## src/rtl/fp_add_pipe_pkg.sv

```systemverilog
// Shared types and constants for the pipelined FP adder (default format: bfloat16).
package fpu_pkg;

   localparam int unsigned EXP_W  = 8;
   localparam int unsigned FRAC_W = 7;
   localparam int unsigned GRS_W  = 3;
   localparam int unsigned FLAG_W = 4;

   // Bit positions inside flags = {invalid, overflow, inexact, zero}
   localparam int unsigned FLAG_INVALID  = 3;
   localparam int unsigned FLAG_OVERFLOW = 2;
   localparam int unsigned FLAG_INEXACT  = 1;
   localparam int unsigned FLAG_ZERO     = 0;

   typedef struct packed {
      logic              sign;
      logic [EXP_W-1:0]  exp;
      logic [FRAC_W-1:0] frac;
   } fp_t;

   localparam logic [EXP_W-1:0] EXP_MAX = '1;
   localparam fp_t QNAN = '{sign: 1'b0, exp: EXP_MAX, frac: {1'b1, {(FRAC_W-1){1'b0}}}};

endpackage

```

## src/rtl/fp_add_pipe_lzc.sv

```systemverilog
// Leading-zero counter; all-zero input returns N.
module fp_lzc #(
   parameter  int unsigned N  = 8,
   localparam int unsigned CW = $clog2(N+1)
) (
   input  logic [N-1:0]  data_i,
   output logic [CW-1:0] count_c_o
);

   // Last set bit found while scanning upward is the most significant one
   always_comb begin
      count_c_o = CW'(N);
      for (int i = 0; i < int'(N); i++) begin
         if (data_i[i]) count_c_o = CW'(int'(N) - 1 - i);
      end
   end

endmodule

```

## src/rtl/fp_add_pipe.sv

```systemverilog
// 3-stage pipelined FP add/subtract: S1 align, S2 add, S3 normalise+round (S3 reg = output).
// Optional feature macro: FP_ADD_PIPE_RNE_EN (round-to-nearest-even; otherwise truncate).
module fp_add_pipe
   import fpu_pkg::*;
#(
   parameter int unsigned EXP_WIDTH  = EXP_W,
   parameter int unsigned FRAC_WIDTH = FRAC_W,
   parameter int unsigned GRS_WIDTH  = GRS_W
) (
   input  logic                          clk,
   input  logic                          rst_n,
   input  logic                          in_valid,
   output logic                          in_ready,
   input  logic [EXP_WIDTH+FRAC_WIDTH:0] op1,
   input  logic [EXP_WIDTH+FRAC_WIDTH:0] op2,
   input  logic                          sub,
   output logic                          out_valid,
   input  logic                          out_ready,
   output logic [EXP_WIDTH+FRAC_WIDTH:0] result,
   output logic [FLAG_W-1:0]             flags
);

   localparam int unsigned W   = 1 + EXP_WIDTH + FRAC_WIDTH;
   localparam int unsigned MW  = FRAC_WIDTH + 1 + GRS_WIDTH;
   localparam int unsigned LZW = $clog2(MW + 1);
   localparam int unsigned XW  = EXP_WIDTH + 2;
   localparam int unsigned MAG = EXP_WIDTH + FRAC_WIDTH;
   localparam logic [EXP_WIDTH-1:0] EMAX    = '1;
   localparam logic [W-1:0]         NAN_PAT = {1'b0, EMAX, 1'b1, {(FRAC_WIDTH-1){1'b0}}};

   typedef struct packed {
      logic                  sign;
      logic [EXP_WIDTH-1:0]  exp;
      logic [FRAC_WIDTH-1:0] frac;
   } op_t;

   typedef struct packed {
      logic                 sign_a;
      logic                 eff_sub;
      logic [EXP_WIDTH-1:0] exp;
      logic [MW-1:0]        man_a;
      logic [MW-1:0]        man_b;
      logic                 spec;
      logic [W-1:0]         spec_res;
      logic [FLAG_W-1:0]    spec_flags;
   } s1_t;

   typedef struct packed {
      logic                 sign;
      logic [EXP_WIDTH-1:0] exp;
      logic [MW:0]          sum;
      logic                 spec;
      logic [W-1:0]         spec_res;
      logic [FLAG_W-1:0]    spec_flags;
   } s2_t;

   // Handshake / stage state
   logic              v1_q, v2_q, out_valid_q;
   s1_t               s1_q, s1_d;
   s2_t               s2_q, s2_d;
   logic [W-1:0]      result_q, result_d;
   logic [FLAG_W-1:0] flags_q, flags_d;
   logic              en1_c, en2_c, en3_c;

   // S1 signals
   op_t                  a, b, hi, lo;
   logic                 a_nan, b_nan, a_inf, b_inf, a_zero, b_zero, hi_zero, lo_zero;
   logic [MAG-1:0]       mag_a, mag_b;
   logic [EXP_WIDTH-1:0] diff;
   logic [MW-1:0]        man_lo, lost_mask;

   // S3 signals
   logic [LZW-1:0]        lz_c;
   logic [MW-1:0]         m;
   logic [XW-1:0]         e, e_r;
   logic [FRAC_WIDTH-1:0] frac_n, frac_r;
   logic                  grd, rnd, stk, lost;
`ifdef FP_ADD_PIPE_RNE_EN
   localparam int unsigned FW1 = FRAC_WIDTH + 1;
   logic                  rnd_up;
   logic [FRAC_WIDTH:0]   frac_inc;
`endif

   // Stage k loads when its register is empty or its content moves on
   assign en3_c    = ~out_valid_q | out_ready;
   assign en2_c    = ~v2_q | en3_c;
   assign en1_c    = ~v1_q | en2_c;
   assign in_ready = en1_c;

   // S1: classify specials, order by magnitude, align smaller operand with sticky
   always_comb begin
      a      = op_t'(op1);
      b      = op_t'(op2);
      b.sign = op2[W-1] ^ sub;

      a_zero = ~(|a.exp);
      b_zero = ~(|b.exp);
      a_nan  = (&a.exp) & (|a.frac);
      b_nan  = (&b.exp) & (|b.frac);
      a_inf  = (&a.exp) & ~(|a.frac);
      b_inf  = (&b.exp) & ~(|b.frac);

      mag_a = a_zero ? '0 : {a.exp, a.frac};
      mag_b = b_zero ? '0 : {b.exp, b.frac};

      if (mag_b > mag_a) begin
         hi = b; lo = a; hi_zero = b_zero; lo_zero = a_zero;
      end else begin
         hi = a; lo = b; hi_zero = a_zero; lo_zero = b_zero;
      end

      diff      = hi.exp - lo.exp;
      man_lo    = lo_zero ? '0 : {1'b1, lo.frac, {GRS_WIDTH{1'b0}}};
      lost_mask = ~({MW{1'b1}} << diff);

      s1_d         = '0;
      s1_d.sign_a  = hi.sign;
      s1_d.eff_sub = hi.sign ^ lo.sign;
      s1_d.exp     = hi.exp;
      s1_d.man_a   = hi_zero ? '0 : {1'b1, hi.frac, {GRS_WIDTH{1'b0}}};
      // Shift >= width yields zero, and the mask then covers every bit -> sticky only
      s1_d.man_b   = (man_lo >> diff) | MW'(|(man_lo & lost_mask));
      s1_d.spec    = a_nan | b_nan | a_inf | b_inf;
      s1_d.spec_res = W'(a);
      if (a_nan | b_nan) begin
         s1_d.spec_res = NAN_PAT;
      end else if (a_inf & b_inf & (a.sign ^ b.sign)) begin
         s1_d.spec_res                 = NAN_PAT;
         s1_d.spec_flags[FLAG_INVALID] = 1'b1;
      end else if (a_inf) begin
         s1_d.spec_res = W'(a);
      end else begin
         s1_d.spec_res = W'(b);
      end
   end

   // S2: magnitude add/subtract; A >= B so the difference is never negative
   always_comb begin
      s2_d            = '0;
      s2_d.exp        = s1_q.exp;
      s2_d.spec       = s1_q.spec;
      s2_d.spec_res   = s1_q.spec_res;
      s2_d.spec_flags = s1_q.spec_flags;
      if (s1_q.eff_sub) s2_d.sum = {1'b0, s1_q.man_a} - {1'b0, s1_q.man_b};
      else              s2_d.sum = {1'b0, s1_q.man_a} + {1'b0, s1_q.man_b};
      s2_d.sign = (s1_q.eff_sub && (s2_d.sum == '0)) ? 1'b0 : s1_q.sign_a;
   end

   fp_lzc #(.N(MW)) u_lzc (
      .data_i    (s2_q.sum[MW-1:0]),
      .count_c_o (lz_c)
   );

   // S3: normalise, round, then resolve zero / underflow / overflow / specials
   always_comb begin
      if (s2_q.sum[MW]) begin
         m = s2_q.sum[MW:1] | MW'(s2_q.sum[0]);
         e = XW'(s2_q.exp) + XW'(1);
      end else begin
         m = s2_q.sum[MW-1:0] << lz_c;
         e = XW'(s2_q.exp) - XW'(lz_c);
      end
      frac_n = m[MW-2:GRS_WIDTH];
      grd    = m[GRS_WIDTH-1];
      rnd    = m[GRS_WIDTH-2];
      stk    = |m[GRS_WIDTH-3:0];
      lost   = grd | rnd | stk;
`ifdef FP_ADD_PIPE_RNE_EN
      rnd_up   = grd & (rnd | stk | m[GRS_WIDTH]);
      frac_inc = {1'b0, frac_n} + FW1'(rnd_up);
      frac_r   = frac_inc[FRAC_WIDTH-1:0];
      e_r      = e + XW'(frac_inc[FRAC_WIDTH]);
`else
      frac_r = frac_n;
      e_r    = e;
`endif

      result_d = '0;
      flags_d  = '0;
      if (s2_q.spec) begin
         result_d = s2_q.spec_res;
         flags_d  = s2_q.spec_flags;
      end else if (~m[MW-1]) begin
         // Normalised hidden bit clear only when the sum is exactly zero
         result_d             = {s2_q.sign, {(W-1){1'b0}}};
         flags_d[FLAG_ZERO]   = 1'b1;
      end else if (e[XW-1] || (e == '0)) begin
         result_d              = {s2_q.sign, {(W-1){1'b0}}};
         flags_d[FLAG_ZERO]    = 1'b1;
         flags_d[FLAG_INEXACT] = 1'b1;
      end else if (e_r >= XW'(EMAX)) begin
         result_d               = {s2_q.sign, EMAX, {FRAC_WIDTH{1'b0}}};
         flags_d[FLAG_OVERFLOW] = 1'b1;
         flags_d[FLAG_INEXACT]  = 1'b1;
      end else begin
         result_d              = {s2_q.sign, e_r[EXP_WIDTH-1:0], frac_r};
         flags_d[FLAG_INEXACT] = lost;
      end
   end

   // Pipeline registers; a stage only loads payload when the upstream stage holds a valid op
   always_ff @(posedge clk or negedge rst_n) begin
      if (!rst_n) begin
         v1_q        <= 1'b0;
         v2_q        <= 1'b0;
         out_valid_q <= 1'b0;
         s1_q        <= '0;
         s2_q        <= '0;
         result_q    <= '0;
         flags_q     <= '0;
      end else begin
         if (en1_c) begin
            v1_q <= in_valid;
            if (in_valid) s1_q <= s1_d;
         end
         if (en2_c) begin
            v2_q <= v1_q;
            if (v1_q) s2_q <= s2_d;
         end
         if (en3_c) begin
            out_valid_q <= v2_q;
            if (v2_q) begin
               result_q <= result_d;
               flags_q  <= flags_d;
            end
         end
      end
   end

   assign out_valid = out_valid_q;
   assign result    = result_q;
   assign flags     = flags_q;

endmodule

```

## config.mk

```make
export PLATFORM = sky130hd
export DESIGN_NAME = fp_add_pipe
export DESIGN_NICKNAME = d
export VERILOG_FILES = /design/src/rtl/fp_add_pipe_pkg.sv /design/src/rtl/fp_add_pipe_lzc.sv /design/src/rtl/fp_add_pipe.sv
export SDC_FILE = /design/constraint.sdc
export NUM_CORES = 1
export LEC_CHECK = 0
export CORE_MARGIN = 2
export CORE_UTILIZATION = 45
export DETAILED_ROUTE_END_ITERATION = 10
export PLACE_DENSITY_LB_ADDON = 0.15
export SLEW_MARGIN = 40
export SYNTH_ARGS = -nofsm -noshare
export SYNTH_HDL_FRONTEND = slang
export SYNTH_SLANG_ARGS = --single-unit
```

## constraint.sdc

```tcl
create_clock -name clk -period 5 [get_ports clk]
set_input_delay 0.5 -clock clk [delete_from_list [all_inputs] [get_ports clk]]
set_output_delay 0.5 -clock clk [all_outputs]
set_load 0.01 [all_outputs]
```

# [Word level (Yosys, flattened, before mapping)]
# Index checks and enable logic that the tools add are counted.
[totals] ff_bits=112 out_inout_bits=22 wordCells=112
[classes] n_addsub=5 magnitude_cmp=2 n_shift=3 n_mux=41 bitwise_logic=28 reduce_logical=14
[ops] operator="$mux W16" n=6
[ops] operator="$mux W15" n=5
[ops] operator="$mux W11" n=3
[ops] operator="$mux W4" n=8
[ops] operator="$or A11 B1 Y11" n=2
[ops] operator="$reduce_and A8 Y1" n=2
[ops] operator="$reduce_or A8 Y1" n=2
[ops] operator="$gt A15 B15 Y1" n=1
[ops] operator="$reduce_or A7 Y1" n=2
[ops] operator="$mux W1" n=13
[ops] operator="$add A11 B11 Y12" n=1
[ops] operator="$logic_not A12 Y1" n=1
[ops] operator="$mux W12" n=1
[ops] operator="$sub A11 B11 Y12" n=1
[ops] operator="$and A11 B11 Y11" n=1
[ops] operator="$not A11 Y11" n=1
[ops] operator="$reduce_or A11 Y1" n=1
[ops] operator="$shl A11 B4 Y11" n=1
[ops] operator="$shl A11 B8 Y11 const A" n=1
[ops] operator="$shr A11 B8 Y11" n=1
[ops] operator="$ge A10 B8 Y1 const B" n=1
[ops] operator="$logic_not A10 Y1" n=1
[ops] operator="$mux W10" n=1
[ops] operator="$add A8 B1 Y9 const B" n=1
[ops] operator="11 further kinds" n=35

# [Longest topological paths before layout]
# Gate-level depths: netlist of run 1.
[depth] word_depth=19 mapped_depth=26 ltp_nobuf=21

# [Cells and area by module]
# From an unflattened synthesis of run 1, not the netlist that was laid out.
[hier_totals] hier_cells=876 hier_area_um2=7693.6
[modules_own_cells] module="fp_add_pipe" instances=1 cells_each=859 area_per_inst_um2=7583.5 seq_area_each_um2=2727.6
[modules_own_cells] module="fp_lzc" instances=1 cells_each=17 area_per_inst_um2=110.1 seq_area_each_um2=0.0

# [Worst setup path before layout of run 1]
# OpenSTA, ideal clock, no wires.
[synth_timing] path_kind="input -> register" startpoint="in op2[9]" endpoint="reg s1_q[28] (netlist bit)" setup_time_ns=0.069 arrival_ns=5.021 path_slack_ns=-0.089 cell_stages=23 path_buffers=5 path_cell_list="clkbuf_1 -> nor4_1 -> nand2_1 -> and2_1 -> ha_1 -> nand4_1 -> o211a_1 -> a21bo_2 -> o21ai_2 -> buf_2 -> buf_2 -> buf_2 -> buf_2 -> a21oi_1 -> ha_1 -> nor2_1 -> nor2_1 -> a21oi_1 -> o221ai_1 -> o41ai_1 -> nand4_1 -> nor3_4 -> a32o_1"
[synth_via] elab_chain_cells=7
[synth_rtl] element="start, declared" line="fp_add_pipe.sv:15" text="input logic [EXP_WIDTH+FRAC_WIDTH:0] op2,"
[synth_rtl] element="$reduce_or A8 Y1" line="fp_add_pipe.sv:97" text="b_zero = ~(|b.exp);"
[synth_rtl] element="$mux W15" line="fp_add_pipe.sv:104" text="mag_b = b_zero ? '0 : {b.exp, b.frac};"
[synth_rtl] element="$gt A15 B15 Y1" line="fp_add_pipe.sv:106" text="if (mag_b > mag_a) begin"
[synth_rtl] element="$mux W16 / $mux W1 (equally long branches)" line="fp_add_pipe.sv:106"
[synth_rtl] element="$sub A8 B8 Y8 / $mux W11 (equally long branches)" line="fp_add_pipe.sv:112, fp_add_pipe.sv:113"
[synth_rtl] element="$shr A11 B8 Y11 (*)" line="fp_add_pipe.sv:122" text="s1_d.man_b = (man_lo >> diff) | MW'(|(man_lo & lost_mask));"
[synth_rtl] element="$or A11 B1 Y11 (*)" line="fp_add_pipe.sv:122"
[synth_rtl] element="end signal, assigned" line="fp_add_pipe.sv:207" text="s1_q <= '0;"
[synth_rtl] element="end signal, assigned" line="fp_add_pipe.sv:214" text="if (in_valid) s1_q <= s1_d;"
[synth_rtl] element="end, declared" line="fp_add_pipe.sv:59" text="s1_t s1_q, s1_d;"
# Every way passes the cells marked *; elsewhere a longest branch is shown, timed or not.
# A chain may end at the register's enable or synchronous reset.

# [Worst setup path after layout of run 1]
[layout_timing] startpoint="in op2[12]" endpoint="reg s1_q[28] (netlist bit)"
# The elaborated chain is that of the path after synthesis.

==> results of run 1 <==
==> cell usage in the layout (no fill, tap or decap), drive strengths merged, types with 4 or more instances in the layout <==
| cell type | count |
|---|---|
| nand4 | 11 |
| nor2 | 77 |
| a21oi | 66 |
| inv | 33 |
| nor4 | 15 |
| nand2b | 14 |
| o31ai | 8 |
| a31oi | 7 |
| nor3 | 12 |
| xor2 | 11 |
| nor2b | 13 |
| xnor2 | 27 |
| o211ai | 8 |
| o21ai | 56 |
| and3 | 4 |
| nand3 | 23 |
| ha | 31 |
| or3 | 6 |
| o21bai | 7 |
| mux4 | 6 |
| o21a | 8 |
| clkbuf | 10 |
| clkdlybuf4s50 | 57 |
| mux2i | 33 |
| nand2 | 109 |
| a211oi | 8 |
| nand3b | 5 |
| o22a | 9 |
| dfrtp | 109 |
| a22o | 12 |
| buf | 39 |
| a211o | 6 |
| a21o | 6 |
| and2 | 8 |
| mux2 | 33 |
==> cell type report <==
cell class,count,area share
inverters,32,0.0132
multi-input cells,693,0.524
clock buffers,10,0.0263
well taps,225,0.0310
repair buffers,96,0.0970
clock inverters,6,0.00786
flip-flops and latches,109,0.301
==> worst max-delay path: cells and delay by family <==
kind / cells / cell delay, ns
simple gates: 9 / 1.48
fa+ha+maj: 2 / 0.52
buf+inv: 3 / 0.81
compound gates: 8 / 1.57
==> report_power, final <==
part	leakage [nW]	switching, mW	internal [mW]
combinational	2.45	1.00	0.917
sequential	1.32	0.244	1.10
clock	0.151	0.333	0.407
total	3.92	1.58	2.42
==> how the worst max path moves through the flow <==
stage	slack [ns]	endpoint	cells after the start
after floorplan	0.04	s1_q[28]	24
after global placement	0.14	s1_q[25]	22
after detailed placement	0.06	s1_q[28]	22
after CTS	0.42	s1_q[28]	22
after global routing	0.03	s1_q[28]	22
final	0.41	s1_q[28]	22
==> stage by stage <==
stage | hold slack (ns) | setup WS [ns] | instances | cell area, sq um | util
after floorplan | 0.204 | 0.0372 | 891 | 7810 | -
after global placement | 0.452 | 0.141 | 1155 | 8750 | 0.511
after detailed placement | 0.456 | 0.0568 | 1155 | 8760 | 0.512
after CTS | 0.154 | 0.417 | 1171 | 9070 | 0.530
after global routing | 0.186 | 0.0270 | 1171 | 9070 | 0.530
final | 0.138 | 0.408 | 1171 | 9070 | 0.530
==> kinds of logic after synthesis <==
group / share of synthesized area
compound gates: 0.212
flops: 0.350
fa+ha+maj: 0.0524
buf+inv: 0.0440
mux: 0.108
simple gates: 0.189
xor+xnor: 0.0437
==> registers in the layout (all words and copies together) (netlist names) <==
signal	count
s1_q	47
s2_q	39
result	16
flags	4
out_valid	1
v1_q	1
v2_q	1
==> metal layers <==
metal / global-route usage / wire (microns)
met5: 0 / 0
met4: 0.0677 / 321
met3: 0.0266 / 948
met2: 0.361 / 9170
met1: 0.327 / 9590
==> metrics.md, run 1 <==
| Metric | Value |
|---|---|
| CTS hold repair buffers | `0` |
| #FFs+latches synth | `about 110` |
| Crit-path cells | `clkdlybuf4s50_1, nor4_1, nand2_1, buf_4, and2_1, ha_1, nand4_1, o211a_1, a21bo_2, o21ai_4, nor2_1, a21oi_1, ha_1, nor2_1, nor2_1, a21oi_1, o221ai_1, o41ai_1, nand4_1, buf_4, nor3_4, a32o_1` |
| Main area contributors after synthesis | `dfrtp_1 35%, nand2_1 5.3%, ha_1 5.0%, mux2_2 4.6%, a21oi_1 4.2%` |
| Commonest cells post-synth | `109 x dfrtp_1, 109 x nand2_1, 77 x nor2_1` |
| Crit path launch type | `input port` |
| Vias | `between 6,000 and 7,000` |
| Worst EP arrival | `4.89 ns` |
| Ports | `59` |
| Starting DRT DRC Count | `slightly above 500` |
| CTS Buf Count | `9` |
| Period utilisation layout | `0.918` |
| Slowest cell on crit path | `clkdlybuf4s50_1` |
| Delay of the slowest critical-path stage | `between 0.4 and 0.5 ns` |
| Syn nets | `960` |
| CTS tree | `built` |
| Vias in the first global route | `roughly 6,500` |
| Crit Reg-Reg Startpoint | `s2_q[22]` |
| Final setup fails | `0` |
| Gpl congestion | `approximately 0.93` |
| Library cells used by synthesis | `80` |
| Total power | `around 4.0 mW` |
| Unrepaired setup endpoints after global routing | `false` |
| Register Area | `~2700 sq um` |
| Die extent in x | `136 microns` |
| Die Y | `about 140 microns` |
| Area of the mapped netlist | `~7800 sq um` |
| Pre-antenna DRT Iters | `5` |
| Worst Tran Pin Value | `0.728 ns` |
| P&R area growth vs syn | `16.4%` |
| WS Path Type | `input port to register` |
| FF-to-FF setup slack | `a little over 0.5 ns` |
| DRC Markers | `0` |
| Slew HR | `0.513` |
| Die area | `approximately 18,000 sq um` |
| FILL cells | `around 1,600` |
| WL final | `about 20,000 microns` |
| Clock skew | `approximately 0.007 ns` |
| Number of setup buffers added after CTS | `0` |
| CTS H-tree lvls | `3` |
| Leakage | `about 3.9 nW` |
| Overall Global Routing Usage | `0.227` |
| Grt total ovfl | `0` |
| PD cells | `441 nW/um^2` |
| Core box area | `17,100 sq um` |
| Final Hold Fails | `0` |
| Clk_lat worst skew | `roughly 0.35 ns` |
| Status | `completed` |
| Layout cells sized above 1 | `0.128` |
| Initial antenna violation count | `0` |
| Clock transition at path regs | `0.07 ns` |
| Largest net degree at the start of global routing | `just under 70` |
| Starting Density | `0.455` |
| Seq/Total Area, Yosys | `0.350` |
| EDFF count, synth | `0` |
| Setup TNS | `0 ns` |
| Worst Setup SP | `op2[12]` |
| Synth Area per Inst | `slightly below 9 sq um` |
| R2R depth | `18` |
| Worst Setup End Kind | `register` |
| Reg2reg end | `result[5]` |
| Drt wl/cell | `approximately 17 microns` |
| Vias per std cell | `5.74` |
| Port bufs | `just under 60` |
| Nets | `about 1,000` |
| Min-Delay Path Class | `input port to async pin` |
| Diode count | `0` |
| CP dominant cell by count | `nor2_1` |
| Yosys top cell by area | `dfrtp_1` |
| CTS Sinks | `109` |
| Minimum clock period | `4.59 ns` |
| Final HPWL DP | `between 15,000 and 20,000 microns` |
| FMAX | `around 220 MHz` |
| Fin. max-slew vios | `0` |
| Peak VDD IR | `approximately 0.00022 V` |
| Synthesized instance count | `roughly 890` |
| CTS root buf | `clkbuf_16` |
| Cts repair resizes | `0` |
| Multi-input logic area | `4750 sq um` |
| Asr flop ratio synth | `1.00` |
| Post-synth top area share | `0.350` |
| Antenna Violating Nets Remaining | `0` |
| CTS max path bufs | `2` |
| Ys Warns | `0` |
| Max FO, Critical Path | `9` |
| Max Cap Viol | `0` |
| Top FF cell, synth | `dfrtp_1` |
| WP data required | `between 5 and 6 ns` |
| Global-route wire length before repair | `approximately 33,000 microns` |
| Num rows | `48` |
(Power assumes the default switching activity.)
==> inputs of run 2 (changes only) <==
--- a/config.mk
+++ b/config.mk
@@ -5,10 +5,12 @@
 export SDC_FILE = /design/constraint.sdc
 export NUM_CORES = 1
 export LEC_CHECK = 0
+export CAP_MARGIN = 20
 export CORE_MARGIN = 2
 export CORE_UTILIZATION = 45
 export DETAILED_ROUTE_END_ITERATION = 10
 export PLACE_DENSITY_LB_ADDON = 0.15
+export RECOVER_POWER = 25
 export SLEW_MARGIN = 40
 export SYNTH_ARGS = -nofsm -noshare
 export SYNTH_HDL_FRONTEND = slang
==> run 2 against run 1 <==
The flow now finishes with violations (max-capacitance violations, max-slew violations). Via count up 0.30%. Clock skew is 0.0013 ns higher. Non-clock buffer count unchanged. Power about the same. Largest power group unchanged. Highest routed layer unchanged. Combinational power about the same. Utilization hardly changed. Final cell count is the same. Sequential cell count stayed put. Die area unchanged.
==> metrics.md, run 2 (synthesized netlist as in run 1, its figures left out) <==
| Metric | Value |
|---|---|
| Initial antenna violation count | `0 (unchanged)` |
| FMAX | `218 MHz (about the same)` |
| Min-Delay Path Class | `register to register` |
| CTS H-tree lvls | `3 (unchanged)` |
| Layout cells sized above 1 | `0.127 (-0.00106)` |
| Sequential share of power | `0.335 (about the same)` |
| CTS Buf Count | `9 (unchanged)` |
| Cell Count, Final, Fillers Out | `1,171 (unchanged)` |
| Final Hold Fails | `0 (unchanged)` |
| Worst Setup End Kind | `register` |
| Internal | `2.42 mW (about the same)` |
| CTS Sinks | `109 (unchanged)` |
| Minimum clock period | `4.59 ns (+0.000449 ns)` |
| WP data required | `5.29 ns (about the same)` |
| Largest net degree at the start of global routing | `69 (unchanged)` |
| Leakage | `3.91 nW (-0.12%)` |
| CTS tree | `built` |
| P&R area growth vs syn | `16.3% (about the same)` |
| Die extent in x | `136 microns (unchanged)` |
| Placed cell count | `1,155 (unchanged)` |
| Worst Tran Pin Value | `3.72 ns (+2.99 ns)` |
| Status | `complete, but fails checks` |
| Gpl congestion | `0.932 (unchanged)` |
| Die Y | `136 microns (unchanged)` |
| Clk pwr share | `0.185 (about the same)` |
| Overall Global Routing Usage | `0.227 (unchanged)` |
| Clock skew | `0.00839 ns (+0.00126 ns)` |
| Slew HR | `-1.48 (-1.99)` |
| Violated checks | `max-capacitance violations, max-slew violations` |
| Starting DRT DRC Count | `519 (unchanged)` |
| Fin. max-slew vios | `69 (+69)` |
| Fin area | `9060 sq um (about the same)` |
| Final setup fails | `0 (unchanged)` |
| Period utilisation layout | `0.919 (about the same)` |
| P_sw | `1.58 mW (about the same)` |
| Diode count | `0 (unchanged)` |
| Global-route wire length before repair | `33,400 microns (unchanged)` |
| Worst EP arrival | `4.89 ns (about the same)` |
| Clock transition at path regs | `0.08 ns (about the same)` |
| Grt total ovfl | `0 (unchanged)` |
| Port bufs | `58 (unchanged)` |
| Pre-antenna DRT Iters | `6 (+1)` |
| Reg with most FFs | `s1_q` |
| Part of the power in combinational logic | `0.480 (about the same)` |
| DRC Markers | `0 (unchanged)` |
| Nets | `1,010 (unchanged)` |
| Drt wl/cell | `17.1 microns (about the same)` |
| Number of setup buffers added after CTS | `0 (unchanged)` |
| Die area | `18,400 sq um (unchanged)` |
| Clk_lat worst skew | `0.35 ns (about the same)` |
| Num rows | `48 (unchanged)` |
| Max Cap Viol | `1 (+1)` |
| Most frequent cells in the layout | `108 x nand2_1, 108 x dfrtp_1, 77 x nor2_1, 65 x a21oi_1, 57 x clkdlybuf4s50_1` |
| Cts repair resizes | `0 (unchanged)` |
| Worst Setup SP | `op2[12]` |
| Starting Density | `0.455 (unchanged)` |
| Ports | `59 (unchanged)` |
| Post-placement cell area | `8760 sq um (unchanged)` |
| Vias in the first global route | `6,514 (unchanged)` |
| CTS max path bufs | `2 (unchanged)` |
| Vias per std cell | `5.76 (+0.30%)` |
| Final HPWL DP | `15,200 microns (unchanged)` |
| Crit Reg-Reg Startpoint | `s2_q[22]` |
| Core box area | `17,100 sq um (unchanged)` |
| Crit path launch type | `input port` |
| Hold_sp | `flags[3]` |
| Max FO, Critical Path | `9 (unchanged)` |
| Vias | `6,740 (+0.30%)` |
| CTS hold repair buffers | `0 (unchanged)` |
| Setup TNS | `0 ns (unchanged)` |
| WS Path Type | `input port to register` |
| Antenna Violating Nets Remaining | `0 (unchanged)` |
| PD cells | `441 nW/um^2 (about the same)` |
| Peak VDD IR | `0.000223 V (about the same)` |
| CTS root buf | `clkbuf_16` |
| Unrepaired setup endpoints after global routing | `false` |
| Largest register FFs | `47 (unchanged)` |
| WL final | `20,000 microns (about the same)` |
| Switch share | `0.395 (about the same)` |
-- run 2: final timing paths --
kind / end / depth (start not counted) / slack (ns)
max: s1_q[28] / 22 / 0.41
min: flags[3] / 2 / 0.47
max reg2reg: result[5] / 18 / 0.54
min reg2reg: flags[3] / 2 / 0.47
min in group asynchronous: s1_q[28] / 1 / 1.41
max in group asynchronous: s2_q[3] / 1 / 1.49
-- run 2: through the flow --
stage / hold slack, ns / utilization / worst slack [ns] / power [mW]
final: 0.467 / 0.530 / 0.407 / 4.00
after global routing: 0.519 / 0.530 / 0.0270 / 4.32
after CTS: 0.154 / 0.530 / 0.417 / 4.02
after detailed placement: 0.456 / 0.512 / 0.0568 / 3.26
after global placement: 0.452 / 0.511 / 0.141 / 3.25
after floorplan: 0.204 / - / 0.0372 / 2.68
-- run 2: worst max-delay path, stage by stage --
cell,delay (ns)
clkdlybuf4s50_1,0.45
nor4_1,0.35
nand2_1,0.10
buf_4,0.18
and2_1,0.18
ha_1,0.30
nand4_1,0.19
o211a_1,0.31
a21bo_2,0.25
o21ai_4,0.08
nor2_1,0.10
a21oi_1,0.05
ha_1,0.22
nor2_1,0.11
nor2_1,0.05
a21oi_1,0.16
o221ai_1,0.16
o41ai_1,0.34
nand4_1,0.13
buf_4,0.18
nor3_4,0.27
a32o_1,0.22
-- run 2: area by class of cell --
type                    instances  area (sq um)
repair buffers                 96           872
multi-input cells             693          4750
clock inverters                 6          71.3
clock buffers                  10           239
inverters                      32           120
fillers                      1607          8050
flip-flops and latches        109          2730
well taps                     225           282
-- run 2: layer usage --
metal / routed length, microns / up-vias / global-route usage / share of wire
met4: 316 / 0 / 0.0677 / 0.016
met3: 910 / 25 / 0.0266 / 0.045
li1: - / 3351 / - / -
met1: 9640 / 3209 / 0.327 / 0.48
met2: 9170 / 155 / 0.361 / 0.46
met5: 0 / - / 0 / 0
-- run 2: power groups by stage --
stage	Sequential, mW	Clock, mW	Combinational [mW]
after floorplan	1.26	0	1.42
after global placement	1.35	0	1.89
after detailed placement	1.36	0	1.91
after CTS	1.34	0.763	1.92
after global routing	1.38	0.789	2.15
final	1.34	0.740	1.92
==> inputs of run 3 (changes only) <==
--- a/config.mk
+++ b/config.mk
@@ -9,9 +9,9 @@
 export CORE_MARGIN = 2
 export CORE_UTILIZATION = 45
 export DETAILED_ROUTE_END_ITERATION = 10
+export HOLD_SLACK_MARGIN = 0.02
 export PLACE_DENSITY_LB_ADDON = 0.15
 export RECOVER_POWER = 25
-export SLEW_MARGIN = 40
 export SYNTH_ARGS = -nofsm -noshare
 export SYNTH_HDL_FRONTEND = slang
 export SYNTH_SLANG_ARGS = --single-unit
==> run 3 against run 2 <==
The flow still finishes with violations (max-capacitance violations, max-slew violations). Combinational power barely moved. Setup slack better by 0.018 ns. Sequential cell count unchanged. Clock power increased by 0.5%. Register-to-register slack worse by 0.08 ns. Power rose by 0.18%. Wire length rose by 0.56%. Highest routed layer unchanged. Critical path type unchanged. Largest power group unchanged.
==> metrics.md, run 3 (synthesized netlist as in run 1, its figures left out) <==
| Metric | Value |
|---|---|
| Global-route wire length before repair | `33,100 microns (-0.76%)` |
| Unrepaired setup endpoints after global routing | `false` |
| Final worst setup slack | `0.425 ns (+0.0182 ns)` |
| Largest register FFs | `47 (unchanged)` |
| Crit path launch type | `input port` |
| Gpl congestion | `0.932 (unchanged)` |
| DRC Markers | `0 (unchanged)` |
| WS Path Type | `input port to register` |
| Max Cap Viol | `1 (unchanged)` |
| Violated checks | `max-capacitance violations, max-slew violations` |
| WP data required | `5.29 ns (about the same)` |
| Pre-antenna DRT Iters | `6 (unchanged)` |
| Clock transition at path regs | `0.08 ns (about the same)` |
| GR peak layer | `met2` |
| CTS root buf | `clkbuf_16` |
| Worst slack, placed | `0.0644 ns (+0.00761 ns)` |
| Period utilisation layout | `0.915 (-0.00364)` |
| Vias | `6,757 (+0.25%)` |
| WL final | `20,100 microns (+0.56%)` |
| Fin. max-slew vios | `69 (unchanged)` |
| Final setup fails | `0 (unchanged)` |
| Vias per std cell | `5.77 (+0.17%)` |
| P&R area growth vs syn | `16.3% (unchanged)` |
| CTS tree | `built` |
| Delay of the slowest critical-path stage | `0.43 ns (-0.02 ns)` |
| Reg with most FFs | `s1_q` |
| Die area | `18,400 sq um (unchanged)` |
| Initial antenna violation count | `0 (unchanged)` |
| Peak VDD IR | `0.000248 V (+11%)` |
| Largest net degree at the start of global routing | `69 (unchanged)` |
| CTS max path bufs | `2 (unchanged)` |
| Worst EP arrival | `4.87 ns (-0.02 ns)` |
| Core box area | `17,100 sq um (unchanged)` |
| Global-route track usage on met1 | `0.328 (+0.00135)` |
| Layout cells sized above 1 | `0.126 (-0.00119)` |
| Antenna Violating Nets Remaining | `0 (unchanged)` |
| Starting DRT DRC Count | `463 (-11%)` |
| Worst Setup End Kind | `register` |
| Clk_lat worst skew | `0.35 ns (about the same)` |
| Die Y | `136 microns (unchanged)` |
| Minimum clock period | `4.57 ns (-0.0182 ns)` |
| CTS Buf Count | `9 (unchanged)` |
| Worst Tran Pin Value | `3.72 ns (+0.000573 ns)` |
| Diode count | `0 (unchanged)` |
| Slew HR | `-1.48 (about the same)` |
| PD cells | `442 nW/um^2 (+0.18%)` |
| Util after Layout | `0.530 (unchanged)` |
| CTS Sinks | `109 (unchanged)` |
| Nets | `1,011 (+0.099%)` |
| Grt total ovfl | `0 (unchanged)` |
| Clock skew | `0.00829 ns (-0.000106 ns)` |
| Slowest cell on crit path | `clkdlybuf4s50_1` |
| FF-to-FF setup slack | `0.46 ns (-0.08 ns)` |
| Vias in the first global route | `6,470 (-0.68%)` |
| Final Hold Fails | `0 (unchanged)` |
| Overall Global Routing Usage | `0.227 (-0.000391)` |
| Max FO, Critical Path | `9 (unchanged)` |
| Setup TNS | `0 ns (unchanged)` |
| Die extent in x | `136 microns (unchanged)` |
| Crit-path cells | `clkdlybuf4s50_1, nor4_2, nand2_1, buf_4, and2_1, ha_1, nand4_1, buf_4, nor4_2, o21ai_4, nor2_1, a21oi_1, ha_1, nor2_1, nor2_1, a21oi_1, o221ai_1, o41ai_1, nand4_1, buf_4, nor3_4, a32o_1` |
| Drt wl/cell | `17.2 microns (+0.48%)` |
| FILL cells | `1,618 (+0.68%)` |
| Final HPWL DP | `15,200 microns (about the same)` |
| Fin Hold WS | `0.466 ns (-0.0000150 ns)` |
| Leakage | `3.91 nW (-0.12%)` |
| Starting Density | `0.455 (unchanged)` |
| Met2 usage | `0.359 (-0.00140)` |
| Ports | `59 (unchanged)` |
| Port bufs | `58 (unchanged)` |
| Met3 Use GR | `0.0273 (+0.000748)` |
| CTS H-tree lvls | `3 (unchanged)` |
| Most frequent cells in the layout | `109 x nand2_1, 109 x dfrtp_1, 77 x nor2_1, 65 x a21oi_1, 56 x clkdlybuf4s50_1` |
| FMAX | `219 MHz (+0.40%)` |
| Min-Delay Path Class | `register to register` |
| Status | `complete, but fails checks` |
| Num rows | `48 (unchanged)` |
## run 3: worst paths after layout
kind / start / end / cells after the start
max: op2[13] / s1_q[28] / 22
min: flags[3] / flags[3] / 2
max reg2reg: s2_q[22] / result[5] / 18
min reg2reg: flags[3] / flags[3] / 2
max in group asynchronous: rst_n / s2_q[3] / 1
min in group asynchronous: rst_n / s1_q[28] / 1
## run 3: layout make-up
cell class | count | area (sq um) | share of cell area
multi-input combinational | 693 | 4750 | 0.524
sequential | 109 | 2730 | 0.301
tap | 225 | 282 | 0.0311
inverter | 32 | 120 | 0.0133
clock buffer | 9 | 225 | 0.0248
timing repair buffer | 97 | 880 | 0.0970
clock inverter | 7 | 82.6 | 0.00911
## run 3: power by group
part / internal, mW / switching (mW)
clock network: 0.397 / 0.348
logic: 0.917 / 1.00
registers: 1.10 / 0.245
## run 3: routing by layer
| layer | wire length (microns) | up-vias |
|---|---|---|
| met5 | 0 | - |
| met4 | 270 | 0 |
| met3 | 909 | 25 |
| met2 | 9310 | 189 |
| met1 | 9660 | 3198 |
| li1 | - | 3345 |
## run 3: worst max-delay path, delay by kind of cell
kind / cells / cell delay (ns)
simple gates: 10 / 1.83
compound gates: 6 / 1.08
buf+inv: 4 / 0.95
fa+ha+maj: 2 / 0.51
## run 3: repair_timing
action	in CTS	in global routing
hold buffers	0	0
setup endpoints to repair	0	2
buffers inserted	0	1
gates resized for setup	0	1
## run 3: stage by stage
| stage | area [sq um] | std cells | power (mW) |
|---|---|---|---|
| floorplan | 7810 | 891 | 2.68 |
| global placement | 8750 | 1155 | 3.25 |
| detailed placement | 8750 | 1155 | 3.27 |
| CTS | 9050 | 1171 | 4.02 |
| global route | 9060 | 1172 | 4.32 |
| finish | 9060 | 1172 | 4.01 |
